<file path="src/rtl/dmem_access_unit.sv">
// Memory-stage load/store unit: aligns, strobes and replicates M-stage accesses,
// runs a req/gnt/rvalid handshake with a wait-state data bus, and extends load data.
//
// state  | meaning
// IDLE   | no access in flight; stallM follows memenM & aligned
// REQ    | dbus_req asserted, waiting for dbus_gnt
// WAIT_R | request accepted, waiting for dbus_rvalid or timeout
// DONE   | result presented; held while stallextM=1 so the access is not reissued
module dmem_access_unit #(
   parameter int TIMEOUT = 255
) (
   input  logic        clk,
   input  logic        rst,
   input  logic        memenM,
   input  logic        memwriteM,
   input  logic [1:0]  memsizeM,
   input  logic        memsignM,
   input  logic [31:0] aluoutM,
   input  logic [31:0] writedataM,
   input  logic        stallextM,
   output logic [31:0] readdataM,
   output logic        stallM,
   output logic        adelM,
   output logic        adesM,
   output logic        buserrM,
   output logic        dbus_req,
   output logic        dbus_we,
   output logic [3:0]  dbus_wstrb,
   output logic [31:0] dbus_addr,
   output logic [31:0] dbus_wdata,
   input  logic        dbus_gnt,
   input  logic        dbus_rvalid,
   input  logic [31:0] dbus_rdata
);

   typedef enum logic [1:0] {IDLE, REQ, WAIT_R, DONE} state_t;

   localparam logic [7:0] TO_LAST = 8'(TIMEOUT - 1);

   state_t      r_state;
   logic [7:0]  r_cnt;
   logic [31:0] r_rdata;
   logic        r_buserr;

   logic        w_aligned;
   logic        w_start;
   logic        w_in_req;
   logic        w_in_done;
   logic [3:0]  w_wstrb;
   logic [31:0] w_wdata;
   logic [7:0]  w_byte;
   logic [15:0] w_half;
   logic [31:0] w_load;

   always_comb begin
      w_aligned = 1'b1;
      w_wstrb   = 4'b1111;
      w_wdata   = writedataM;
      case (memsizeM)
         2'b00: begin
            w_aligned = 1'b1;
            w_wstrb   = 4'b0001 << aluoutM[1:0];
            w_wdata   = {4{writedataM[7:0]}};
         end
         2'b01: begin
            w_aligned = ~aluoutM[0];
            w_wstrb   = aluoutM[1] ? 4'b1100 : 4'b0011;
            w_wdata   = {2{writedataM[15:0]}};
         end
         default: begin
            w_aligned = (aluoutM[1:0] == 2'b00);
            w_wstrb   = 4'b1111;
            w_wdata   = writedataM;
         end
      endcase
      if (!memwriteM) w_wstrb = 4'b0000;
   end

   assign w_start = memenM & w_aligned;

   always_comb begin
      w_byte = r_rdata[{aluoutM[1:0], 3'b000} +: 8];
      w_half = r_rdata[{aluoutM[1], 4'b0000} +: 16];
      case (memsizeM)
         2'b00:   w_load = {{24{memsignM & w_byte[7]}}, w_byte};
         2'b01:   w_load = {{16{memsignM & w_half[15]}}, w_half};
         default: w_load = r_rdata;
      endcase
   end

   always_ff @(posedge clk or negedge rst) begin
      if (!rst) begin
         r_state  <= IDLE;
         r_cnt    <= 8'd0;
         r_rdata  <= 32'd0;
         r_buserr <= 1'b0;
      end else begin
         case (r_state)
            IDLE: begin
               r_buserr <= 1'b0;
               if (w_start) r_state <= REQ;
            end
            REQ: begin
               if (dbus_gnt) begin
                  r_cnt <= 8'd0;
                  if (dbus_rvalid) begin
                     r_rdata  <= dbus_rdata;
                     r_buserr <= 1'b0;
                     r_state  <= DONE;
                  end else begin
                     r_state <= WAIT_R;
                  end
               end
            end
            WAIT_R: begin
               // a response arriving on the last allowed cycle still wins over the timeout
               if (dbus_rvalid) begin
                  r_rdata  <= dbus_rdata;
                  r_buserr <= 1'b0;
                  r_state  <= DONE;
               end else if (r_cnt == TO_LAST) begin
                  r_buserr <= 1'b1;
                  r_state  <= DONE;
               end else begin
                  r_cnt <= r_cnt + 8'd1;
               end
            end
            DONE: begin
               if (!stallextM) r_state <= IDLE;
            end
            default: r_state <= IDLE;
         endcase
      end
   end

   assign w_in_req  = (r_state == REQ);
   assign w_in_done = (r_state == DONE);

   // rst gates the input-driven outputs so everything reads 0 while reset is held
   assign stallM = rst & ((r_state == IDLE & w_start) | w_in_req | (r_state == WAIT_R));
   assign adelM  = rst & memenM & ~memwriteM & ~w_aligned;
   assign adesM  = rst & memenM &  memwriteM & ~w_aligned;

   assign dbus_req   = w_in_req;
   assign dbus_we    = w_in_req & memwriteM;
   assign dbus_wstrb = w_in_req ? w_wstrb : 4'b0000;
   assign dbus_addr  = w_in_req ? {aluoutM[31:2], 2'b00} : 32'd0;
   assign dbus_wdata = w_in_req ? w_wdata : 32'd0;

   assign readdataM = (w_in_done & ~memwriteM) ? w_load : 32'd0;
   assign buserrM   = w_in_done & r_buserr;

endmodule

</file>
<file path="config.mk">
export PLATFORM = sky130hd
export DESIGN_NAME = dmem_access_unit
export DESIGN_NICKNAME = d
export VERILOG_FILES = /design/src/rtl/dmem_access_unit.sv
export SDC_FILE = /design/constraint.sdc
export NUM_CORES = 1
export LEC_CHECK = 0
export CAP_MARGIN = 10
export CORE_UTILIZATION = 38
export DETAILED_ROUTE_END_ITERATION = 8
export MAX_ROUTING_LAYER = met4
export PLACE_DENSITY = 0.88
export RECOVER_POWER = 50
export SYNTH_ARGS = -nofsm -noshare
export SYNTH_HDL_FRONTEND = slang
export SYNTH_SLANG_ARGS = --single-unit
</file>
<file path="constraint.sdc">
create_clock -name clk -period 3.05 [get_ports clk]
set_clock_uncertainty 0.1 [all_clocks]
set_input_delay 0.7625 -clock clk [delete_from_list [all_inputs] [get_ports clk]]
set_output_delay 0.7625 -clock clk [all_outputs]
set_load 0.1 [all_outputs]
</file>
# After elaboration in Yosys (flattened, before gate mapping)
# Cells that the tools add are included.
# word_totals
ram_bits	0
mem_count	0
latch_bits	0
in_bits	106
reg_bits	43
elab_cells	76
mem_bits_ro	0
# classes
magnitude_cmp	0
bitwise_logic	18
div_mod_pow	0
n_reduce_logical	9
shifts	3
add_sub_neg	1
multipliers	0
muxes	29
n_eq_ne	12
# ops
op	count
$pmux 32 s2	3
$mux 32	5
$shiftx 32x6->16	1
$shiftx 32x6->8	1
$mux 8	3
$pmux 8 s2	1
$and 1x1->1	13
$mux 4	3
$ne 2x2->1 const B	6
$reduce_and 4->1	3
$mux 2	5
$add 8x1->8 const B	1
$eq 8x8->1 const B	1
$pmux 2 s4	1
$pmux 4 s2	1
$logic_not 2->1	3
$mux 1	5
$eq 2x1->1 const B	2
$eq 2x2->1 const B	2
$shl 1x2->4 const A	1
$ne 3x3->1 const B	1
$not 1->1	3
$pmux 1 s3	1
$reduce_bool 3->1	1
other kinds (4)	5

# Longest topological paths before layout
# Gate-level depths: netlist of the first run.
# logic_depth
word_depth	7
depth_mapped	7
depth_no_buf	6

# Worst setup path before layout of the first run
# OpenSTA, ideal clock, no wires.
# synth_path
kind	input to output
start	in memsizeM[1]
end	out readdataM[7]
t_arrival_ns	6.137
n_path_buf	2
path_slack_ns	-3.950
t_required_ns	2.188
stages	6
path_cell_list	buf_2 > inv_1 > and3_1 > clkbuf_1 > nor2b_1 > a2111oi_0
# synth_between
elab_chain_cells	3
word_cells_on_any_way	4
cone_classes	1 x eq/ne; 2 x mux; 1 x reduce/logical
# synth_lines
item	line	rtl
start, declared	16	input logic [1:0] memsizeM,
$eq 2x1->1 / $logic_not 2->1 (equally long branches)	84	case (memsizeM)
$pmux 32 s2 (*)	84	
$mux 32 (*)	150	assign readdataM = (w_in_done & ~memwriteM) ? w_load : 32'd0;
end, declared	21	output logic [31:0] readdataM,
# Every way passes the cells marked *; elsewhere a longest branch is shown, timed or not.

# Worst setup path in the final report of the first run
# layout_path
start	in memsizeM[1]
end	out adesM
# layout_between
elab_chain_cells	4
word_cells_on_any_way	5
cone_classes	1 x eq/ne; 1 x mux; 2 x bitwise; 1 x reduce/logical
# layout_lines
item	line	rtl
$eq 2x1->1 / $logic_not 2->1 (equally long branches)	59	case (memsizeM)
$pmux 1 s2 (*)	59	
$not 1->1 (*)	142	assign adesM = rst & memenM & memwriteM & ~w_aligned;
$and 1x1->1 (*)	142	
end, declared	24	output logic adesM,
# Marks and branches as above.

==> impl_metrics.yaml, run 1 <==
yosys:
  yosysSeqAreaShare: 0.314
  synth_area_um2: 3430
  synthCells: 382
  synth_area_leaders: "dfrtp_1 31%, mux2_2 14%, and2_1 7.8%"
  ys_types: 49
  ys_warn_count: 0
  synthArstFlopShare: 1.00
  synthFlopType: "dfrtp_1"
  avgSynthCellArea_um2: 8.98
  synth_top_cell_area_share: 0.314
  yosys.area.top_type: "dfrtp_1"
  ys_ff_latch: 43
  synth-edff-count: 0
setup_path:
  required_ns: 2.19
  cp_common_cell: "nor2_1"
  crit_buf_inv: 3
  crit_path_start_kind: "input port"
  cp_slowest_cell: "nor2_1"
  crit_chain: "clkdlybuf4s15_2 > buf_4 > a21oi_1 > nor2_1 > nand3_1 > nor2_1 > buf_12"
  cp_top_family: "simple AND/OR/NAND/NOR gates"
  arrival_ns: 2.24
  critPathKind: "in2out"
  end_kind: "primary output"
  cp_max_fo: 5
  critical_path.max_stage_delay_ns: 0.28
placed_design:
  routabilityCongestion: 0.878
  placed_cell_area_um2: 7320
  hpwl_um: 12300
  port_buffers: 209
floorplan:
  start_util: 0.393
  coreArea_um2: 8720
  pin_count: 212
  fp.dieH_um: 97.0
  dieArea_um2: 9410
  num_rows: 34
  die_x_um: 97.0
global_route:
  antenna_found_initial: 1
  first_global_vias: 4571
  grt_max_degree: 40
  grt_overflow: 0
  groute.usage.overall: 0.393
  grt_pass1_wl_um: 27600
final_layout:
  area_growth_pct: 122
  final_cell_mix: "104 x buf_12, 96 x clkdlybuf4s50_1, 42 x dfrtp_1"
  final_layout_size_suffix_gt1_frac: 0.511
  nNetsFinal: 728
  post-route-cell-area_um2: 7600
  layout_commonest_cell: "buf_12"
power:
  clockPowerShare: 0.054
  irDropWorstVdd_mv: 0.617
  p_seq_frac: 0.153
  p_per_area_nw_per_um2: 1010
  switchingPower_mw: 4.35
  power_mw: 7.69
  p_int_mw: 3.34
  power_frac_comb: 0.793
  p_sw_frac: 0.566
  leakage_nw: 3.19
sta:
  drv_slew: 0
  rsz0062_at_grt: "yes"
  hold_viol: 0
  worst_slew_pin_slew_ns: 1.02
  relSlewSlack: 0.323
  fmaxAchievable_mhz: 322
  setup_viol: 5
  worst_slack_ns: -0.0546
  min_period_over_period: 1.02
  hold_ws_ns: 0.171
  period_needed_ns: 3.10
route:
  first_pass_iters: 5
  avgRoutedWirePerCell_um: 25.3
  route.antenna.remaining_nets: 0
  drc: 0
  viasPerCell: 6.03
  num_vias: 4367
  drt_iter0_drc: 323
  routed_wl_um: 18300
clocking:
  cts_tree: "yes"
  clk_path_buf_depth: 2
  numCtsBuffers: 5
  clk_latency_ns: 0.31
  clkSinkCount: 43
  htree_levels: 2
  root_buffer: "clkbuf_8"
  clkSlewWorstSetupHoldPaths_ns: 0.08
status:
  violations: "negative setup slack"
  status: "finished with violations"
run:
  cap_violations: 0
worst_hold_path:
  hp-class: "in2async"
-- final timing paths --
check	slack, ns	end	cells after the start	startpoint
setup / recovery	-0.05	adesM	7	memsizeM[1]
hold / removal	0.17	r_state[0]$_DFFE_PN0P_	1	rst
setup reg to reg	0.25	r_rdata[15]$_DFFE_PN0P_	7	r_state[1]$_DFFE_PN0P_
hold reg to reg	0.44	r_rdata[1]$_DFFE_PN0P_	1	r_rdata[1]$_DFFE_PN0P_
max in group asynchronous	1.48	r_rdata[15]$_DFFE_PN0P_	2	rst
min in group clk	0.44	r_rdata[1]$_DFFE_PN0P_	1	r_rdata[1]$_DFFE_PN0P_
-- final cells by class --
cell class	count	area [µm²]
well taps	108	135
multi-input cells	302	2780
diodes	1	2.50
inverters	11	45.0
repair buffers	251	3460
fillers	396	1120
flip-flops and latches	43	1080
clock buffers	7	96.3
clock inverters	1	7.51
-- repair_timing --
action / CTS / global route
pin swaps: 4 / 8
hold buffers: 0 / 0
buffers inserted: 6 / 2
endpoints found under the setup margin: 57 / 51
gates resized for setup: 32 / 12
gates cloned: 3 / 0
-- metal layers --
layer / wire length (µm) / vias up / GRT usage
li1: - / 1810 / -
met1: 6210 / 2166 / 0.397
met2: 9570 / 296 / 0.696
met3: 1290 / 95 / 0.0737
met4: 1210 / 0 / 0.249
met5: 0 / - / -
-- cells in the mapped netlist (all sizes together) (3+ instances only) --
master	count
o211a	8
o31ai	3
a21oi	20
mux2	42
a22oi	14
nand3	7
a21boi	8
and2	43
a2111oi	3
mux2i	17
nor2b	13
dfrtp	43
o21ai	10
clkbuf	17
nand2	40
nand4	3
buf	11
a21o	18
nor2	14
ha	8
inv	11
-- metrics by stage --
step	utilization	setup WS, ns	std cells	TNS, ns
floorplan	-	-0.433	383	-2.71
global placement	0.839	-0.430	705	-12.82
detailed placement	0.839	-0.481	705	-14.46
CTS	0.870	0.0121	722	0
global route	0.871	-0.0979	724	-0.266
finish	0.871	-0.0546	724	-0.113
-- state kept, by name (all words and copies together) (netlist names) --
| register | count |
|---|---|
| r_buserr | 1 |
| r_rdata | 32 |
| r_state | 2 |
| r_cnt | 8 |
-- power by group through the flow --
stage	combinational [mW]	clock (mW)	sequential, mW
floorplan	3.89	0	0.999
global placement	5.72	0	1.08
detailed placement	5.87	0	1.12
CTS	6.02	0.420	1.13
global route	6.23	0.441	1.18
finish	6.10	0.418	1.17
-- cells by family (layout without fill, tap and decap cells) --
kind of cell,Yosys count,count (layout),synth area share
other,1,3,0.00109
AO/OA/AOI/OAI,94,95,0.197
buffers and inverters,39,270,0.0496
flip-flops,43,43,0.314
multiplexers,60,60,0.194
adder cells (fa/ha/maj),8,8,0.0292
XOR/XNOR,2,2,0.00511
AND/OR/NAND/NOR,135,135,0.211
No activity file was read; power rests on OpenSTA's default activity.
==> inputs of run 2 (changes only) <==
--- a/config.mk
+++ b/config.mk
@@ -7,10 +7,12 @@
 export LEC_CHECK = 0
 export CAP_MARGIN = 10
 export CORE_UTILIZATION = 38
+export CTS_CLUSTER_DIAMETER = 200
 export DETAILED_ROUTE_END_ITERATION = 8
 export MAX_ROUTING_LAYER = met4
 export PLACE_DENSITY = 0.88
 export RECOVER_POWER = 50
+export SKIP_CTS_REPAIR_TIMING = 1
 export SYNTH_ARGS = -nofsm -noshare
 export SYNTH_HDL_FRONTEND = slang
 export SYNTH_SLANG_ARGS = --single-unit
==> run 2 against run 1 <==
The flow still finishes with violations (negative setup slack). Critical path depth shrank 1. Die area is the same. Setup slack gained 0.038 ns. Combinational power shrank 1%. Critical path type is now reg2out. Largest power group unchanged.
==> impl_metrics.yaml, run 2 (same netlist as run 1, synthesis figures left out) <==
setup_path:
  arrival_ns: 2.20
  cp_top_family: "flip-flops"
  crit_chain: "inv_1 > ha_1 > nor2_1 > o21ai_0 > and2_2 > buf_12"
  critical_path.max_stage_delay_ns: 0.50
  critPathKind: "reg2out"
  required_ns: 2.19
  cp_slowest_cell: "dfrtp_1"
  cp_max_fo: 13
  crit_buf_inv: 2
  crit_path_start_kind: "flip-flop"
  end_kind: "primary output"
  r2r_slack_ns: 0.22
route:
  routed_wl_um: 16900
  num_vias: 4270
  avgRoutedWirePerCell_um: 23.4
  viasPerCell: 5.91
  drc: 0
  first_pass_iters: 5
  drt_iter0_drc: 257
  route.antenna.remaining_nets: 0
sta:
  min_period_over_period: 1.01
  drv_slew: 0
  setup_viol: 1
  relSlewSlack: 0.336
  hold_viol: 0
  worst_slew_pin_slew_ns: 0.996
  fmaxAchievable_mhz: 326
  worst_slack_ns: -0.0169
  period_needed_ns: 3.07
floorplan:
  dieArea_um2: 9410
  start_util: 0.393
  die_x_um: 97.0
  coreArea_um2: 8720
  num_rows: 34
  pin_count: 212
  fp.dieH_um: 97.0
run:
  cap_violations: 0
final_layout:
  reg_top3: "r_rdata x32, r_cnt x8, r_state x2"
  nNetsFinal: 726
  area_growth_pct: 121
  final_layout_size_suffix_gt1_frac: 0.493
  top_register: "r_rdata"
  final_cell_mix: "104 x buf_12, 97 x clkdlybuf4s50_1, 43 x dfrtp_1"
  fin_cells: 722
  layout_commonest_cell: "buf_12"
  final_core_util: 0.868
  n_fill_cell: 397
  post-route-cell-area_um2: 7570
  largest_register_ffs: 32
global_route:
  grt_overflow: 0
  grt_pass1_wl_um: 24900
  first_global_vias: 4321
  grt_max_degree: 49
  antenna_found_initial: 1
  groute.usage.overall: 0.346
power:
  p_per_area_nw_per_um2: 1000
  leakage_nw: 3.20
  irDropWorstVdd_mv: 0.562
clocking:
  htree_levels: 2
  cts_tree: "yes"
  numCtsBuffers: 5
  clk_path_buf_depth: 2
  root_buffer: "clkbuf_8"
  clkSinkCount: 43
  clk_latency_ns: 0.30
  clkSlewWorstSetupHoldPaths_ns: 0.08
placed_design:
  placed_cell_area_um2: 7320
  hpwl_um: 12300
  place_inst: 705
  port_buffers: 209
  routabilityCongestion: 0.878
status:
  status: "finished with violations"
  violations: "negative setup slack"
worst_hold_path:
  hp-class: "in2async"
==> run 2: cell count changes in the layout (fill, tap and decap cells not counted), moves of 2 or more <==
cell            before  now
dlymetal6s2s_1       0    4
a22oi_1              5    8
nor2b_2              4    1
a22oi_2              9    6
clkbuf_1             0    2
nor2b_1              3    6
dlygate4sd2_1        3    0
==> run 2: power by group <==
| group | internal, mW | total, mW | switching, mW |
|---|---|---|---|
| Clock | 0.206 | 0.417 | 0.210 |
| Sequential | 0.827 | 1.15 | 0.323 |
| Combinational | 2.28 | 6.03 | 3.74 |
| Total | 3.32 | 7.60 | 4.28 |
==> run 2: layout make-up <==
type	instances	area [µm²]	share of cell area
repair buffers	249	3440	0.455
multi-input cells	302	2760	0.365
flip-flops and latches	43	1080	0.142
well taps	108	135	0.0179
clock buffers	7	96.3	0.0127
inverters	11	45.0	0.00595
clock inverters	1	7.51	0.000992
diodes	1	2.50	0.000331
==> run 2: metal layers <==
metal | vias up | track usage | routed length (µm)
met1 | 2096 | 0.367 | 5880
met2 | 285 | 0.640 | 9060
met4 | 0 | 0.134 | 831
met3 | 73 | 0.0527 | 1140
li1 | 1816 | - | -
met5 | - | - | 0
==> run 2: path summary, 6_finish.rpt <==
check	startpoint	to	cells after the start
min in group clk	r_rdata[1]$_DFFE_PN0P_	r_rdata[1]$_DFFE_PN0P_	1
min	rst	r_state[0]$_DFFE_PN0P_	1
min reg2reg	r_rdata[1]$_DFFE_PN0P_	r_rdata[1]$_DFFE_PN0P_	1
max reg2reg	r_state[1]$_DFFE_PN0P_	r_state[0]$_DFFE_PN0P_	7
max	r_state[0]$_DFFE_PN0P_	stallM	6
max in group asynchronous	rst	r_rdata[27]$_DFFE_PN0P_	2
==> run 2: through the flow <==
step / hold slack, ns / TNS (ns) / worst slack (ns) / power, mW
floorplan: 0.367 / -2.71 / -0.433 / 4.89
global placement: 0.391 / -12.82 / -0.430 / 6.81
detailed placement: 0.416 / -14.46 / -0.481 / 6.99
CTS: 0.162 / -15.38 / -0.496 / 7.45
global route: 0.240 / -0.172 / -0.0507 / 7.78
finish: 0.220 / -0.0169 / -0.0169 / 7.60
